File: config.mk
export PLATFORM = sky130hd
export DESIGN_NAME = rs_latch_arbiter
export DESIGN_NICKNAME = d
export VERILOG_FILES = /design/src/rtl/rs_latch_pkg.sv /design/src/rtl/rs_latch_arbiter_rr_pick.sv /design/src/rtl/rs_latch_arbiter.sv
export SDC_FILE = /design/constraint.sdc
export NUM_CORES = 1
export LEC_CHECK = 0
export ABC_AREA = 1
export CAP_MARGIN = 0
export CORE_ASPECT_RATIO = 0.8
export CORE_MARGIN = 3
export CORE_UTILIZATION = 29
export CTS_BUF_LIST = sky130_fd_sc_hd__clkbuf_4 sky130_fd_sc_hd__clkbuf_8
export CTS_CLUSTER_SIZE = 25
export DETAILED_ROUTE_END_ITERATION = 10
export PLACE_DENSITY = 0.56
export REMOVE_ABC_BUFFERS = 1
export SYNTH_ARGS = -nofsm -noshare
export SYNTH_HDL_FRONTEND = slang
export SYNTH_HIERARCHICAL = 1
export SYNTH_SLANG_ARGS = --single-unit
File: constraint.sdc
create_clock -name clk -period 1.8 [get_ports clk]
set_clock_uncertainty 0.15 [all_clocks]
set_input_delay 0.36 -clock clk [delete_from_list [all_inputs] [get_ports clk]]
set_output_delay 0.36 -clock clk [all_outputs]
set_load 0.1 [all_outputs]
File: src/rtl/rs_latch_pkg.sv
// Shared types and defaults for the RS latch arbiter slice.
// Any block that arbitrates access to a bare set/reset latch imports this.
package rs_latch_pkg;

  typedef enum logic [1:0] {
    IDLE,
    PULSE,
    RECOVER,
    CHECK
  } latchStateT;

  typedef enum logic {
    OP_SET,
    OP_CLR
  } latchOpT;

  localparam int unsigned DEF_N_REQ        = 4;
  localparam int unsigned DEF_PULSE_CYCLES = 2;
  localparam int unsigned DEF_GAP_CYCLES   = 2;

  function automatic int unsigned maxOf(input int unsigned a, input int unsigned b);
    return (a > b) ? a : b;
  endfunction

endpackage

File: src/rtl/rs_latch_arbiter_rr_pick.sv
// Combinational round-robin picker: first eligible index at or after ptr,
// wrapping modulo N. Reusable by any arbiter holding its own pointer.
module rr_pick #(
  parameter int unsigned N  = 4,
  parameter int unsigned PW = (N > 1) ? $clog2(N) : 1
) (
  input  logic [N-1:0]  eligible,
  input  logic [PW-1:0] ptr,
  output logic          valid,
  output logic [PW-1:0] idx
);

  always_comb begin
    logic [PW-1:0] pos;
    valid = 1'b0;
    idx   = '0;
    pos   = '0;
    for (int unsigned off = 0; off < N; off++) begin
      pos = PW'((32'(ptr) + off) % N);
      if (!valid && eligible[pos]) begin
        valid = 1'b1;
        idx   = pos;
      end
    end
  end

endmodule

File: src/rtl/rs_latch_arbiter.sv
// Round-robin arbiter driving timed active-low set/clear pulses onto a shared
// NAND RS latch, with a recovery gap and a synchronized check of the latch output.
module rs_latch_arbiter
  import rs_latch_pkg::*;
#(
  parameter int unsigned N_REQ        = DEF_N_REQ,
  parameter int unsigned PULSE_CYCLES = DEF_PULSE_CYCLES,
  parameter int unsigned GAP_CYCLES   = DEF_GAP_CYCLES
) (
  input  logic             clk,
  input  logic             notReset,
  input  logic [N_REQ-1:0] reqSet,
  input  logic [N_REQ-1:0] reqClr,
  output logic [N_REQ-1:0] grant,
  output logic             done,
  output logic             err,
  output logic             badReq,
  output logic             busy,
  output logic             notS,
  output logic             notR,
  input  logic             Q
);

  localparam int unsigned PTR_W = $clog2(N_REQ);
  localparam int unsigned CNT_W = $clog2(maxOf(PULSE_CYCLES, GAP_CYCLES) + 1);
  localparam logic [N_REQ-1:0] GRANT_LSB = N_REQ'(1);

  latchStateT       state, stateNext;
  logic [CNT_W-1:0] cnt, cntNext;
  logic [PTR_W-1:0] ptr, opIdx, pickIdx;
  latchOpT          op;
  logic             pending, pickValid;
  logic             qSync1, qSync2;
  logic [N_REQ-1:0] eligible;

  logic [N_REQ-1:0] grantNext;
  logic             doneNext, errNext, badReqNext, busyNext, notSNext, notRNext;

  assign eligible = reqSet ^ reqClr;

  rr_pick #(
    .N  (N_REQ),
    .PW (PTR_W)
  ) picker (
    .eligible (eligible),
    .ptr      (ptr),
    .valid    (pickValid),
    .idx      (pickIdx)
  );

  always_ff @(posedge clk or negedge notReset) begin
    if (!notReset) begin
      state <= IDLE;
      cnt   <= '0;
    end else begin
      state <= stateNext;
      cnt   <= cntNext;
    end
  end

  // IDLE spends one cycle registering the pick; the grant cycle follows it.
  always_ff @(posedge clk or negedge notReset) begin
    if (!notReset) begin
      pending <= 1'b0;
      opIdx   <= '0;
      op      <= OP_SET;
      ptr     <= '0;
      qSync1  <= 1'b0;
      qSync2  <= 1'b0;
    end else begin
      qSync1 <= Q;
      qSync2 <= qSync1;
      if (state == IDLE) begin
        if (pending) begin
          pending <= 1'b0;
        end else if (pickValid) begin
          pending <= 1'b1;
          opIdx   <= pickIdx;
          op      <= reqSet[pickIdx] ? OP_SET : OP_CLR;
        end
      end
      if (state == CHECK) begin
        ptr <= (opIdx == PTR_W'(N_REQ - 1)) ? '0 : opIdx + PTR_W'(1);
      end
    end
  end

  always_comb begin
    stateNext = state;
    cntNext   = cnt;
    unique case (state)
      IDLE: begin
        if (pending) begin
          stateNext = PULSE;
          cntNext   = CNT_W'(1);
        end
      end
      PULSE: begin
        if (cnt == CNT_W'(PULSE_CYCLES)) begin
          stateNext = RECOVER;
          cntNext   = CNT_W'(1);
        end else begin
          cntNext = cnt + CNT_W'(1);
        end
      end
      RECOVER: begin
        if (cnt == CNT_W'(GAP_CYCLES)) begin
          stateNext = CHECK;
          cntNext   = '0;
        end else begin
          cntNext = cnt + CNT_W'(1);
        end
      end
      CHECK: begin
        stateNext = IDLE;
        cntNext   = '0;
      end
      default: begin
        stateNext = IDLE;
        cntNext   = '0;
      end
    endcase
  end

  // op is a single bit, so at most one of the latch inputs can go low.
  always_comb begin
    grantNext  = '0;
    if (state == IDLE && pending) grantNext = GRANT_LSB << opIdx;
    notSNext   = !(stateNext == PULSE && op == OP_SET);
    notRNext   = !(stateNext == PULSE && op == OP_CLR);
    doneNext   = (state == CHECK);
    errNext    = (state == CHECK) && (qSync2 != (op == OP_SET));
    badReqNext = (state == IDLE) && |(reqSet & reqClr);
    busyNext   = (stateNext != IDLE);
  end

  always_ff @(posedge clk or negedge notReset) begin
    if (!notReset) begin
      grant  <= '0;
      done   <= 1'b0;
      err    <= 1'b0;
      badReq <= 1'b0;
      busy   <= 1'b0;
      notS   <= 1'b1;
      notR   <= 1'b1;
    end else begin
      grant  <= grantNext;
      done   <= doneNext;
      err    <= errNext;
      badReq <= badReqNext;
      busy   <= busyNext;
      notS   <= notSNext;
      notR   <= notRNext;
    end
  end

endmodule
==> Flow_metrics.wiki, run 1 <==
{| class="wikitable"
! Metric !! Value
|-
| Data arrival time of the worst path || 1910 ps
|-
| Final clock period utilization by the worst path || 104%
|-
| Highest clock rate || 536 MHz
|-
| Number of slew-limit violations in the final report || 0
|-
| Routability-driven placement congestion ratio || 0.856
|-
| Worst slack on hold paths || 215 ps
|-
| Global-route wire length before repair || 4710 um
|-
| IO Pins || 21
|-
| Largest buffer count on any clock path || 2
|-
| Antenna viol nets, final || 0
|-
| Power spent charging and discharging nets || 2.00 mW
|-
| Clock-pin transition on the worst setup and hold timing paths || 70 ps
|-
| Cells on worst reg2reg path || 16
|-
| Total wire length || 2910 um
|-
| Most frequent cell after synthesis || sky130_fd_sc_hd__nand2_1
|-
| Fraction of final layout cells sized beyond drive strength 1 || 46.3%
|-
| Count of antenna diodes in the layout || 0
|-
| Power density over the cells || 2000 nW/um^2
|-
| Setup Viol. Count Final || 4
|-
| Area share of the largest cell type after synthesis || 38.8%
|-
| Flop pwr share || 22.8%
|-
| Non-filler instance count after layout || 260
|-
| Cell area after technology mapping || 1290 um^2
|-
| Required time of the critical path || 1850 ps
|-
| Placed instance count || 248
|-
| Number of violations of the max-capacitance limit || 0
|-
| VDD IR max || 0.895 mV
|-
| Number of violations reported at the end of detailed-routing iteration 0 || 98
|-
| Top area cells in the synthesized netlist || sky130_fd_sc_hd__dfrtp_1, sky130_fd_sc_hd__nand2_1, sky130_fd_sc_hd__ha_1
|-
| 1st-pass router iterations || 4
|-
| Leakage || 0.968 nW
|-
| Fraction of power consumed by the clock network || 8.6%
|-
| Post-Synthesis Mean Instance Area || 8.02 um^2
|-
| Hold Path End || qSync2$_DFF_PN0_
|-
| Total via count after detailed routing || 1163
|-
| Count of filler cells inserted in the layout || 404
|-
| Area growth syn-to-layout || 52.6%
|-
| Max-Slew Margin vs Limit || 82.4%
|-
| # nets final || 223
|-
| TritonCTS Buffers || 3
|-
| Crit end category || flop
|-
| Largest net degree at the start of global routing || 23
|-
| Number of antenna violations at the first check in global routing || 0
|-
| Post-synthesis register bit count || 22
|-
| Violations in the final reports || negative setup slack
|-
| Tightest Hold Check Type || reg2reg
|-
| Hold_buf cts || 0
|-
| Total count of hold-check failures in the final report || 0
|-
| Number of distinct library cells after synthesis || 23
|-
| Clock latency on the worst-skew pair || 250 ps
|-
| RSZ-0062 raised after global routing || true
|-
| Cell count of the worst hold path || 0
|-
| Tmin final || 1870 ps
|-
| Status || finished with violations
|-
| Number of global-route vias before repair || 1055
|-
| Number of sinks driven by the clock tree || 22
|-
| Crit path setup slack, layout || -65.9 ps
|-
| Launch point of the worst reg-to-reg path || ptr[0]$_DFFE_PN0P_
|-
| Sequential-to-total area share from yosys stat || 42.8%
|-
| Cells after Synth || 161
|-
| Cell-internal power || 1.94 mW
|-
| CTS root buffer || sky130_fd_sc_hd__clkbuf_8
|-
| Area of the die || 5290 um^2
|-
| Utilization after layout || 46.6%
|-
| Die span in x || 80.6 um
|-
| Port-buffer cells || 20
|-
| Yosys Warn Count || 6
|-
| Per-cell via count in the routed design || 4.47
|-
| Worst reg2reg endpoint || op$_DFFE_PN0P_
|-
| Transition at the pin with the smallest max-transition slack || 264 ps
|-
| Reg2reg setup slack || -60 ps
|-
| Num rows || 21
|-
| Core footprint || 4230 um^2
|-
| Total negative setup slack || -201 ps
|-
| Leftover overflow at the end of global routing || 0
|-
| Total power || 3.94 mW
|-
| Number of synthesized flops with an enable pin || 0
|-
| CTS H-Tree Depth || 1
|-
| Initial core utilization || 30.5%
|-
| Hold Path Origin || qSync1$_DFF_PN0_
|-
| Element type at the critical path start || primary input
|-
| Post-synthesis cell type with the largest combined area || sky130_fd_sc_hd__dfrtp_1
|-
| Post-synth top flop || sky130_fd_sc_hd__dfrtp_1
|-
| Post-detailed-route DRC marker count || 0
|-
| Logic pwr share || 68.6%
|-
| TritonCTS clock tree || done
|-
| Proportion of total power due to net switching || 50.7%
|-
| DIE HEIGHT || 65.7 um
|-
| Critical Path Fanout Max || 4
|-
| Detail-routed net length per standard cell || 11.2 um
|-
| Startpoint-to-endpoint class of the critical path || in2reg
|-
| Top post-synthesis cells by count || sky130_fd_sc_hd__nand2_1, sky130_fd_sc_hd__dfrtp_1, sky130_fd_sc_hd__inv_1
|-
| Share of async-settable or async-resettable flops after synthesis || 100%
|-
| Global routing usage summed across all routing layers || 11.4%
|-
| Half-perimeter wire length after placement || 2020 um
|}
==> worst max path at each step <==
stage,start,to,slack [ps],cells past startpoint
2_1_floorplan,ptr[0]$_DFFE_PN0P_,op$_DFFE_PN0P_,-10,15
3_3_place_gp,reqSet[2],op$_DFFE_PN0P_,-570,17
3_5_place_dp,reqSet[2],op$_DFFE_PN0P_,-610,17
4_1_cts,ptr[0]$_DFFE_PN0P_,op$_DFFE_PN0P_,-20,16
5_1_grt,ptr[0]$_DFFE_PN0P_,op$_DFFE_PN0P_,-170,12
6_report,reqClr[0],op$_DFFE_PN0P_,-70,17
==> cells in the final DEF (no fill, tap or decap), types with 3 or more instances in the layout <==
cell / instances
sky130_fd_sc_hd__nand3_2: 4
sky130_fd_sc_hd__inv_1: 13
sky130_fd_sc_hd__nand2_4: 4
sky130_fd_sc_hd__o21ai_1: 4
sky130_fd_sc_hd__nor2_2: 5
sky130_fd_sc_hd__nand3_1: 5
sky130_fd_sc_hd__buf_6: 3
sky130_fd_sc_hd__a21oi_1: 4
sky130_fd_sc_hd__nand2_2: 18
sky130_fd_sc_hd__dfrtp_1: 18
sky130_fd_sc_hd__nand2_1: 37
sky130_fd_sc_hd__clkdlybuf4s15_1: 4
sky130_fd_sc_hd__buf_4: 16
sky130_fd_sc_hd__nor2_1: 10
sky130_fd_sc_hd__buf_12: 10
sky130_fd_sc_hd__ha_1: 4
sky130_fd_sc_hd__ha_4: 4
sky130_fd_sc_hd__clkbuf_8: 4
sky130_fd_sc_hd__inv_2: 12
==> layer usage <==
layer | GRT usage (%) | wire length [um] | share of wire (%)
met5 | 0 | 0 | 0
met4 | 2.53 | 50 | 1.7
met2 | 17.6 | 1430 | 49
met3 | 3.84 | 183 | 6.3
met1 | 15.4 | 1250 | 43
==> power groups by stage <==
stage                     combinational [mW]  sequential, mW  clock [mW]
after floorplan                         1.12            1.37           0
after global routing                    2.90           0.929       0.381
final                                   2.70           0.898       0.340
after global placement                  2.35           0.890           0
after detailed placement                2.34           0.889           0
after CTS                               2.52           0.894       0.360
==> layout make-up <==
cell class | count | area (um^2) | share of cell area, %
flip-flops and latches | 22 | 556 | 28.2
multi-input cells | 111 | 729 | 37.0
well taps | 57 | 71.3 | 3.62
clock buffers | 4 | 55.1 | 2.79
inverters | 27 | 111 | 5.65
repair buffers | 39 | 448 | 22.7
==> critical path, cell delays in order <==
cell,delay [ps]
sky130_fd_sc_hd__dlygate4sd2_1,260
sky130_fd_sc_hd__ha_4,240
sky130_fd_sc_hd__inv_2,80
sky130_fd_sc_hd__nand2_4,70
sky130_fd_sc_hd__nand3_4,90
sky130_fd_sc_hd__nand2_4,80
sky130_fd_sc_hd__nor2_4,140
sky130_fd_sc_hd__nand3_2,80
sky130_fd_sc_hd__nand2_1,60
sky130_fd_sc_hd__nand2_1,60
sky130_fd_sc_hd__inv_2,70
sky130_fd_sc_hd__inv_2,50
sky130_fd_sc_hd__nand2_1,50
sky130_fd_sc_hd__nand3_1,60
sky130_fd_sc_hd__nand2_1,70
sky130_fd_sc_hd__nand2_1,50
sky130_fd_sc_hd__nand2_1,40
==> kinds of logic after synthesis <==
kind of cell / share of synthesized area (%)
AND/OR/NAND/NOR: 34.5
buffers and inverters: 8.72
flip-flops: 42.8
AO/OA/AOI/OAI: 6.20
adder cells (fa/ha/maj): 7.75
==> sequential cells by signal, summed over array words and instances, names as in the netlist <==
name,count
opIdx,2
qSync2,1
qSync1,1
ptr,2
badReq,1
pending,1
state,2
notS,1
grant,4
err,1
op,1
notR,1
done,1
busy,1
cnt,2
==> stage by stage <==
step | setup slack (ps) | instance area, um^2
floorplan | -12.9 | 1280
global placement | -570 | 1730
detailed placement | -607 | 1730
CTS | -24.4 | 1910
global route | -173 | 1970
finish | -65.9 | 1970
==> what timing repair did <==
item / in CTS / in global routing
pin swaps: 20 / 18
gates resized for setup: 32 / 17
endpoints found under the setup margin: 4 / 4
cloned: 0 / 0
endpoints found under the hold margin: 0 / 0
buffers inserted: 6 / 2
(Power assumes the default switching activity.)
==> inputs of run 2 (changes only) <==
==> constraint.sdc (replaced) <==
create_clock -name clk -period 1.8 [get_ports clk]
set_clock_uncertainty 0.15 [all_clocks]
set_input_delay 0.45 -clock clk [delete_from_list [all_inputs] [get_ports clk]]
set_output_delay 0.45 -clock clk [all_outputs]
set_load 0.1 [all_outputs]
==> run 2 against run 1 <==
Compared with the run above: critical endpoint unchanged; the run still ends with negative setup slack left; routed wire length is 0.86% lower; worst setup slack worse by 8.9 ps; via count is 3.7% lower; power is 0.63% lower; largest power group unchanged; cell count is 1.2% lower; cell area is 0.83% lower.
==> Flow_metrics.wiki, run 2 (synthesis gave the netlist of run 1 again) <==
{| class="wikitable"
! Metric !! Value
|-
| Status || finished with violations (unchanged)
|-
| Violations in the final reports || negative setup slack (unchanged)
|-
| Setup Viol. Count Final || 1 (was 4)
|-
| CTS root buffer || sky130_fd_sc_hd__clkbuf_8 (unchanged)
|-
| Multi-input gate area in the final layout || 754 um^2 (was 729 um^2)
|-
| Tmin final || 1870 ps (about the same)
|-
| Transition at the pin with the smallest max-transition slack || 279 ps (was 264 ps)
|-
| Number of slew-limit violations in the final report || 0 (unchanged)
|-
| Count of filler cells inserted in the layout || 406 (was 404)
|-
| Die span in x || 80.6 um (unchanged)
|-
| Total count of hold-check failures in the final report || 0 (unchanged)
|-
| Power density over the cells || 2000 nW/um^2 (about the same)
|-
| IO Pins || 21 (unchanged)
|-
| CTS H-Tree Depth || 1 (unchanged)
|-
| Antenna viol nets, final || 0 (unchanged)
|-
| Final clock period utilization by the worst path || 104% (about the same)
|-
| Clock latency on the worst-skew pair || 260 ps (was 250 ps)
|-
| Count of antenna diodes in the layout || 0 (unchanged)
|-
| Area of the die || 5290 um^2 (unchanged)
|-
| Core footprint || 4230 um^2 (unchanged)
|-
| Num rows || 21 (unchanged)
|-
| Leftover overflow at the end of global routing || 0 (unchanged)
|-
| Crit end category || flop (unchanged)
|-
| Routability-driven placement congestion ratio || 0.851 (was 0.856)
|-
| Largest register by flop count || grant (unchanged)
|-
| Number of violations of the max-capacitance limit || 0 (unchanged)
|-
| Per-cell via count in the routed design || 4.36 (was 4.47)
|-
| Area taken by flip-flops and latches || 556 um^2 (unchanged)
|-
| Port-buffer cells || 20 (unchanged)
|-
| Number of antenna violations at the first check in global routing || 0 (unchanged)
|-
| Detail-routed net length per standard cell || 11.2 um (about the same)
|-
| Highest clock rate || 533 MHz (was 536 MHz)
|-
| Hold Path Origin || qSync1$_DFF_PN0_ (unchanged)
|-
| Start point of the critical path || reqClr[1] (was reqClr[0])
|-
| # nets final || 221 (was 223)
|-
| Data arrival time of the worst path || 1880 ps (was 1910 ps)
|-
| TritonCTS Buffers || 3 (unchanged)
|-
| Area growth syn-to-layout || 51.4% (was 52.6%)
|-
| Number of violations reported at the end of detailed-routing iteration 0 || 52 (was 98)
|-
| Total power || 3.91 mW (was 3.94 mW)
|-
| Largest net degree at the start of global routing || 23 (unchanged)
|-
| Post-detailed-route DRC marker count || 0 (unchanged)
|-
| VDD IR max || 0.847 mV (was 0.895 mV)
|-
| Tightest Hold Check Type || reg2reg (unchanged)
|-
| Worst-case setup slack after placement || -707 ps (was -607 ps)
|-
| Leakage || 0.962 nW (was 0.968 nW)
|-
| Critical Path Fanout Max || 3 (was 4)
|-
| TritonCTS clock tree || done (unchanged)
|-
| Fraction of final layout cells sized beyond drive strength 1 || 50.0% (was 46.3%)
|-
| Global routing usage summed across all routing layers || 12.0% (was 11.4%)
|-
| Element type at the critical path start || primary input (unchanged)
|-
| RSZ-0062 raised after global routing || true (unchanged)
|-
| Top library cells by usage in the layout, fill and taps aside || sky130_fd_sc_hd__nand2_1, sky130_fd_sc_hd__dfrtp_1, sky130_fd_sc_hd__nand2_2, sky130_fd_sc_hd__buf_4, sky130_fd_sc_hd__inv_1 (was sky130_fd_sc_hd__nand2_1, sky130_fd_sc_hd__nand2_2, sky130_fd_sc_hd__dfrtp_1, sky130_fd_sc_hd__buf_4, sky130_fd_sc_hd__inv_1)
|-
| 1st-pass router iterations || 4 (unchanged)
|-
| Global-route wire length before repair || 4800 um (was 4710 um)
|-
| Half-perimeter wire length after placement || 2110 um (was 2020 um)
|-
| Number of global-route vias before repair || 1027 (was 1055)
|-
| DIE HEIGHT || 65.7 um (unchanged)
|-
| Initial core utilization || 30.5% (unchanged)
|-
| Most common cell after layout, fill and taps aside || sky130_fd_sc_hd__nand2_1 (unchanged)
|-
| Number of sinks driven by the clock tree || 22 (unchanged)
|-
| Clock-pin transition on the worst setup and hold timing paths || 70 ps (about the same)
|-
| Total wire length || 2890 um (was 2910 um)
|-
| Crit path setup slack, layout || -74.8 ps (was -65.9 ps)
|-
| Max-Slew Margin vs Limit || 81.4% (was 82.4%)
|-
| Largest buffer count on any clock path || 2 (unchanged)
|-
| Required time of the critical path || 1810 ps (was 1850 ps)
|-
| Max FFs per register || 4 (unchanged)
|-
| Total via count after detailed routing || 1120 (was 1163)
|-
| Startpoint-to-endpoint class of the critical path || in2reg (unchanged)
|-
| Launch point of the worst reg-to-reg path || ptr[0]$_DFFE_PN0P_ (unchanged)
|}
[run 2: cell count changes in the layout (fill, tap and decap cells not counted), sizes merged]
cell           previous run  this run
buf                      29        32
clkbuf                    5         3
clkdlybuf4s15             5         3
clkinv                    2         0
dlygate4sd2               2         0
inv                      25        27
[run 2: stage by stage]
| step | TNS [ps] | instance area, um^2 | hold slack (ps) | util, % | std cells |
|---|---|---|---|---|---|
| floorplan | -95.6 | 1280 | 4.41 | - | 160 |
| global placement | -2400 | 1730 | 184 | 41.0 | 248 |
| detailed placement | -2470 | 1730 | 199 | 41.0 | 248 |
| CTS | -37.0 | 1870 | 217 | 44.2 | 255 |
| global route | -243 | 1950 | 230 | 46.2 | 257 |
| finish | -74.8 | 1950 | 213 | 46.2 | 257 |
[run 2: worst paths after layout]
check                              endpoint  slack [ps]  cells after the start
min in group asynchronous    busy$_DFF_PN0_         380                      2
max                          op$_DFFE_PN0P_         -70                     17
max reg2reg                  op$_DFFE_PN0P_         -10                     15
max in group asynchronous    notR$_DFF_PN1_         840                      2
min reg2reg                qSync2$_DFF_PN0_         210                      0
min                        qSync2$_DFF_PN0_         210                      0
[run 2: layer usage]
layer	part of all wire (%)	vias to the layer above	track usage [%]
met5	0	-	0
met4	1.4	0	5.06
met3	5.2	5	3.56
met2	48	22	17.8
met1	46	513	16.2
li1	-	580	-
[run 2: final cells by class]
| class | count | area share [%] |
|---|---|---|
| clock buffers | 3 | 2.11 |
| well taps | 57 | 3.65 |
| repair buffers | 37 | 21.4 |
| inverters | 27 | 5.83 |
| flip-flops and latches | 22 | 28.4 |
| multi-input cells | 111 | 38.6 |
[run 2: worst max-delay path: stages]
cell,delay (ps)
sky130_fd_sc_hd__clkdlybuf4s15_2,200
sky130_fd_sc_hd__ha_4,270
sky130_fd_sc_hd__inv_2,40
sky130_fd_sc_hd__nand2_1,70
sky130_fd_sc_hd__nand2_2,60
sky130_fd_sc_hd__nand2_1,90
sky130_fd_sc_hd__nand2_2,70
sky130_fd_sc_hd__a21oi_2,120
sky130_fd_sc_hd__nand2_1,70
sky130_fd_sc_hd__nand2_1,80
sky130_fd_sc_hd__inv_2,50
sky130_fd_sc_hd__inv_2,70
sky130_fd_sc_hd__nand2_1,50
sky130_fd_sc_hd__nand3_1,60
sky130_fd_sc_hd__nand2_1,50
sky130_fd_sc_hd__nand2_1,50
sky130_fd_sc_hd__nand2_1,40
[run 2: where the power goes]
part	switching [mW]	internal [mW]	leakage [nW]
Sequential	0.196	0.702	0.272
Clock	0.148	0.149	0.0216
Combinational	1.68	1.04	0.668
Total	2.02	1.89	0.962
[run 2: what timing repair did]
item                       in CTS  in global routing
pin swaps                      21                 23
hold buffers                    0                  0
setup endpoints to repair       4                  4
setup buffers                   4                  2
resized for setup              49                 21
==> inputs of run 3 (changes only) <==
--- a/config.mk
+++ b/config.mk
@@ -7,13 +7,15 @@
 export LEC_CHECK = 0
 export ABC_AREA = 1
 export CAP_MARGIN = 0
+export CELL_PAD_IN_SITES_DETAIL_PLACEMENT = 1
+export CELL_PAD_IN_SITES_GLOBAL_PLACEMENT = 1
 export CORE_ASPECT_RATIO = 0.8
-export CORE_MARGIN = 3
+export CORE_MARGIN = 5
 export CORE_UTILIZATION = 29
 export CTS_BUF_LIST = sky130_fd_sc_hd__clkbuf_4 sky130_fd_sc_hd__clkbuf_8
 export CTS_CLUSTER_SIZE = 25
 export DETAILED_ROUTE_END_ITERATION = 10
-export PLACE_DENSITY = 0.56
+export PLACE_DENSITY = 0.69
 export REMOVE_ABC_BUFFERS = 1
 export SYNTH_ARGS = -nofsm -noshare
 export SYNTH_HDL_FRONTEND = slang
==> run 3 against run 2 <==
Compared with the run above: the flow still finishes with violations (negative setup slack); via count increased by 4.2%; register-to-register slack got worse by 80 ps; sequential share of layout area up 0.59 points.
==> Flow_metrics.wiki, run 3 (synthesis gave the netlist of run 1 again) <==
{| class="wikitable"
! Metric !! Value
|-
| Core footprint || 4260 um^2 (was 4230 um^2)
|-
| Status || finished with violations (unchanged)
|-
| Required time of the critical path || 1800 ps (was 1810 ps)
|-
| Worst slack on hold paths || 205 ps (was 213 ps)
|-
| IO Pins || 21 (unchanged)
|-
| DIE HEIGHT || 69.7 um (was 65.7 um)
|-
| Per-cell via count in the routed design || 4.52 (was 4.36)
|-
| Slowest-stage cell, CP || sky130_fd_sc_hd__dfrtp_2 (was sky130_fd_sc_hd__ha_4)
|-
| Transition at the pin with the smallest max-transition slack || 278 ps (was 279 ps)
|-
| RSZ-0062 raised after global routing || true (unchanged)
|-
| Global-route wire length before repair || 6020 um (was 4800 um)
|-
| Largest net degree at the start of global routing || 23 (unchanged)
|-
| Total count of hold-check failures in the final report || 0 (unchanged)
|-
| Leftover overflow at the end of global routing || 0 (unchanged)
|-
| Top library cells by usage in the layout, fill and taps aside || sky130_fd_sc_hd__nand2_1, sky130_fd_sc_hd__nand2_2, sky130_fd_sc_hd__dfrtp_1, sky130_fd_sc_hd__buf_4, sky130_fd_sc_hd__inv_2 (was sky130_fd_sc_hd__nand2_1, sky130_fd_sc_hd__dfrtp_1, sky130_fd_sc_hd__nand2_2, sky130_fd_sc_hd__buf_4, sky130_fd_sc_hd__inv_1)
|-
| Fraction of final layout cells sized beyond drive strength 1 || 52.2% (was 50.0%)
|-
| CTS H-Tree Depth || 1 (unchanged)
|-
| Highest clock rate || 528 MHz (was 533 MHz)
|-
| Total power || 3.94 mW (was 3.91 mW)
|-
| Setup Viol. Count Final || 1 (unchanged)
|-
| Max FFs per register || 4 (unchanged)
|-
| Detail-routed net length per standard cell || 13.3 um (was 11.2 um)
|-
| Start point of the critical path || ptr[0]$_DFFE_PN0P_ (was reqClr[1])
|-
| Antenna viol nets, final || 0 (unchanged)
|-
| Tmin final || 1890 ps (was 1870 ps)
|-
| Hold Path Origin || qSync1$_DFF_PN0_ (unchanged)
|-
| TritonCTS clock tree || done (unchanged)
|-
| # nets final || 221 (unchanged)
|-
| Most common cell after layout, fill and taps aside || sky130_fd_sc_hd__nand2_1 (unchanged)
|-
| Non-filler instance count after layout || 258 (was 257)
|-
| Area of the die || 5900 um^2 (was 5290 um^2)
|-
| Crit path setup slack, layout || -94.6 ps (was -74.8 ps)
|-
| Largest register by flop count || grant (unchanged)
|-
| Count of filler cells inserted in the layout || 506 (was 406)
|-
| Largest buffer count on any clock path || 2 (unchanged)
|-
| Worst-case setup slack after placement || -784 ps (was -707 ps)
|-
| Die span in x || 84.6 um (was 80.6 um)
|-
| Count of antenna diodes in the layout || 0 (unchanged)
|-
| Clock latency on the worst-skew pair || 260 ps (about the same)
|-
| Element type at the critical path start || flop (was primary input)
|-
| Half-perimeter wire length after placement || 2550 um (was 2110 um)
|-
| Final clock period utilization by the worst path || 105% (was 104%)
|-
| Initial core utilization || 30.3% (was 30.5%)
|-
| VDD IR max || 0.884 mV (was 0.847 mV)
|-
| Critical Path Fanout Max || 6 (was 3)
|-
| Tightest Hold Check Type || reg2reg (unchanged)
|-
| Launch point of the worst reg-to-reg path || ptr[0]$_DFFE_PN0P_ (unchanged)
|-
| Num rows || 21 (unchanged)
|-
| Number of global-route vias before repair || 1299 (was 1027)
|-
| Post-detailed-route DRC marker count || 0 (unchanged)
|-
| Max-Slew Margin vs Limit || 81.5% (was 81.4%)
|-
| Crit end category || flop (unchanged)
|-
| TritonCTS Buffers || 3 (unchanged)
|-
| Clock-pin transition on the worst setup and hold timing paths || 80 ps (was 70 ps)
|-
| Power density over the cells || 2060 nW/um^2 (was 2000 nW/um^2)
|-
| Area growth syn-to-layout || 48.3% (was 51.4%)
|-
| 1st-pass router iterations || 4 (unchanged)
|-
| Leakage || 0.944 nW (was 0.962 nW)
|-
| Placed instance count || 248 (unchanged)
|-
| Total via count after detailed routing || 1167 (was 1120)
|-
| Number of sinks driven by the clock tree || 22 (unchanged)
|-
| Number of violations reported at the end of detailed-routing iteration 0 || 37 (was 52)
|-
| Series of cell instances along the critical path || buf_6, nand2_2, nand2_2, nand2_2, buf_4, buf_4, nand2_1, nand2_1, nand3_1, inv_1, nand3_1, nand2_1, nand2_1, nand2_1 (was clkdlybuf4s15_2, ha_4, inv_2, nand2_1, nand2_2, nand2_1, nand2_2, a21oi_2, nand2_1, nand2_1, inv_2, inv_2, nand2_1, nand3_1, nand2_1, nand2_1, nand2_1)
|-
| Global routing usage summed across all routing layers || 12.6% (was 12.0%)
|-
| Routability-driven placement congestion ratio || 0.804 (was 0.851)
|-
| Number of antenna violations at the first check in global routing || 0 (unchanged)
|-
| Data arrival time of the worst path || 1900 ps (was 1880 ps)
|-
| Critical Path Max Stage Delay || 460 ps (was 270 ps)
|-
| Startpoint-to-endpoint class of the critical path || reg2reg (was in2reg)
|-
| Total wire length || 3440 um (was 2890 um)
|-
| CTS root buffer || sky130_fd_sc_hd__clkbuf_8 (unchanged)
|-
| Port-buffer cells || 20 (unchanged)
|-
| Number of slew-limit violations in the final report || 0 (unchanged)
|-
| Number of violations of the max-capacitance limit || 0 (unchanged)
|-
| Violations in the final reports || negative setup slack (unchanged)
|-
| Total negative setup slack || -94.6 ps (was -74.8 ps)
|-
| Most common cell type on the critical path || sky130_fd_sc_hd__nand2_1 (unchanged)
|}
## run 3: path summary, 6_finish.rpt
check	cells past startpoint	end	slack [ps]
worst min-delay path	0	qSync2$_DFF_PN0_	210
worst max-delay path	14	op$_DFFE_PN0P_	-90
max in group asynchronous	2	notR$_DFF_PN1_	850
worst min register to register	0	qSync2$_DFF_PN0_	210
worst max register to register	14	op$_DFFE_PN0P_	-90
min in group asynchronous	2	grant[3]$_DFF_PN0_	380
## run 3: what timing repair did
item | 4_1_cts | 5_1_grt
pin swaps | 24 | 8
setup endpoints to repair | 4 | 4
gates resized for setup | 59 | 9
gates cloned | 0 | 0
hold buffers | 0 | 0
setup buffers | 5 | 1
## run 3: layout make-up
cell class                 instances  area [um^2]  share of cell area (%)
clock buffer                       4         55.1                    2.88
inverter                          27          106                    5.56
multi-input combinational        111          731                    38.2
sequential                        22          556                    29.0
tap                               57         71.3                    3.73
timing repair buffer              37          395                    20.7
## run 3: report_power, final
part           total [mW]  leakage, nW  internal [mW]  switching, mW
registers           0.903        0.272          0.702          0.201
logic                2.70        0.643           1.00           1.69
clock network       0.346       0.0288          0.195          0.151
## run 3: metrics by stage
| stage | cell area (um^2) | util [%] |
|---|---|---|
| after CTS | 1880 | 44.2 |
| after floorplan | 1280 | - |
| after detailed placement | 1730 | 40.7 |
| final | 1910 | 45.0 |
| after global routing | 1910 | 45.0 |
| after global placement | 1730 | 40.7 |
## run 3: layer usage
layer | wire (um) | global-route usage, % | share of wire (%)
met2 | 1850 | 22.6 | 54
met1 | 1470 | 15.1 | 43
met3 | 69 | 2.97 | 2.0
met4 | 59 | 3.34 | 1.7
met5 | 0 | 0 | 0
## run 3: critical path, delay by kind of cell (launching register included)
| kind | cells | cell delay [ps] |
|---|---|---|
| AND/OR/NAND/NOR | 10 | 690 |
| buffers and inverters | 4 | 500 |
| flip-flops | 1 | 460 |
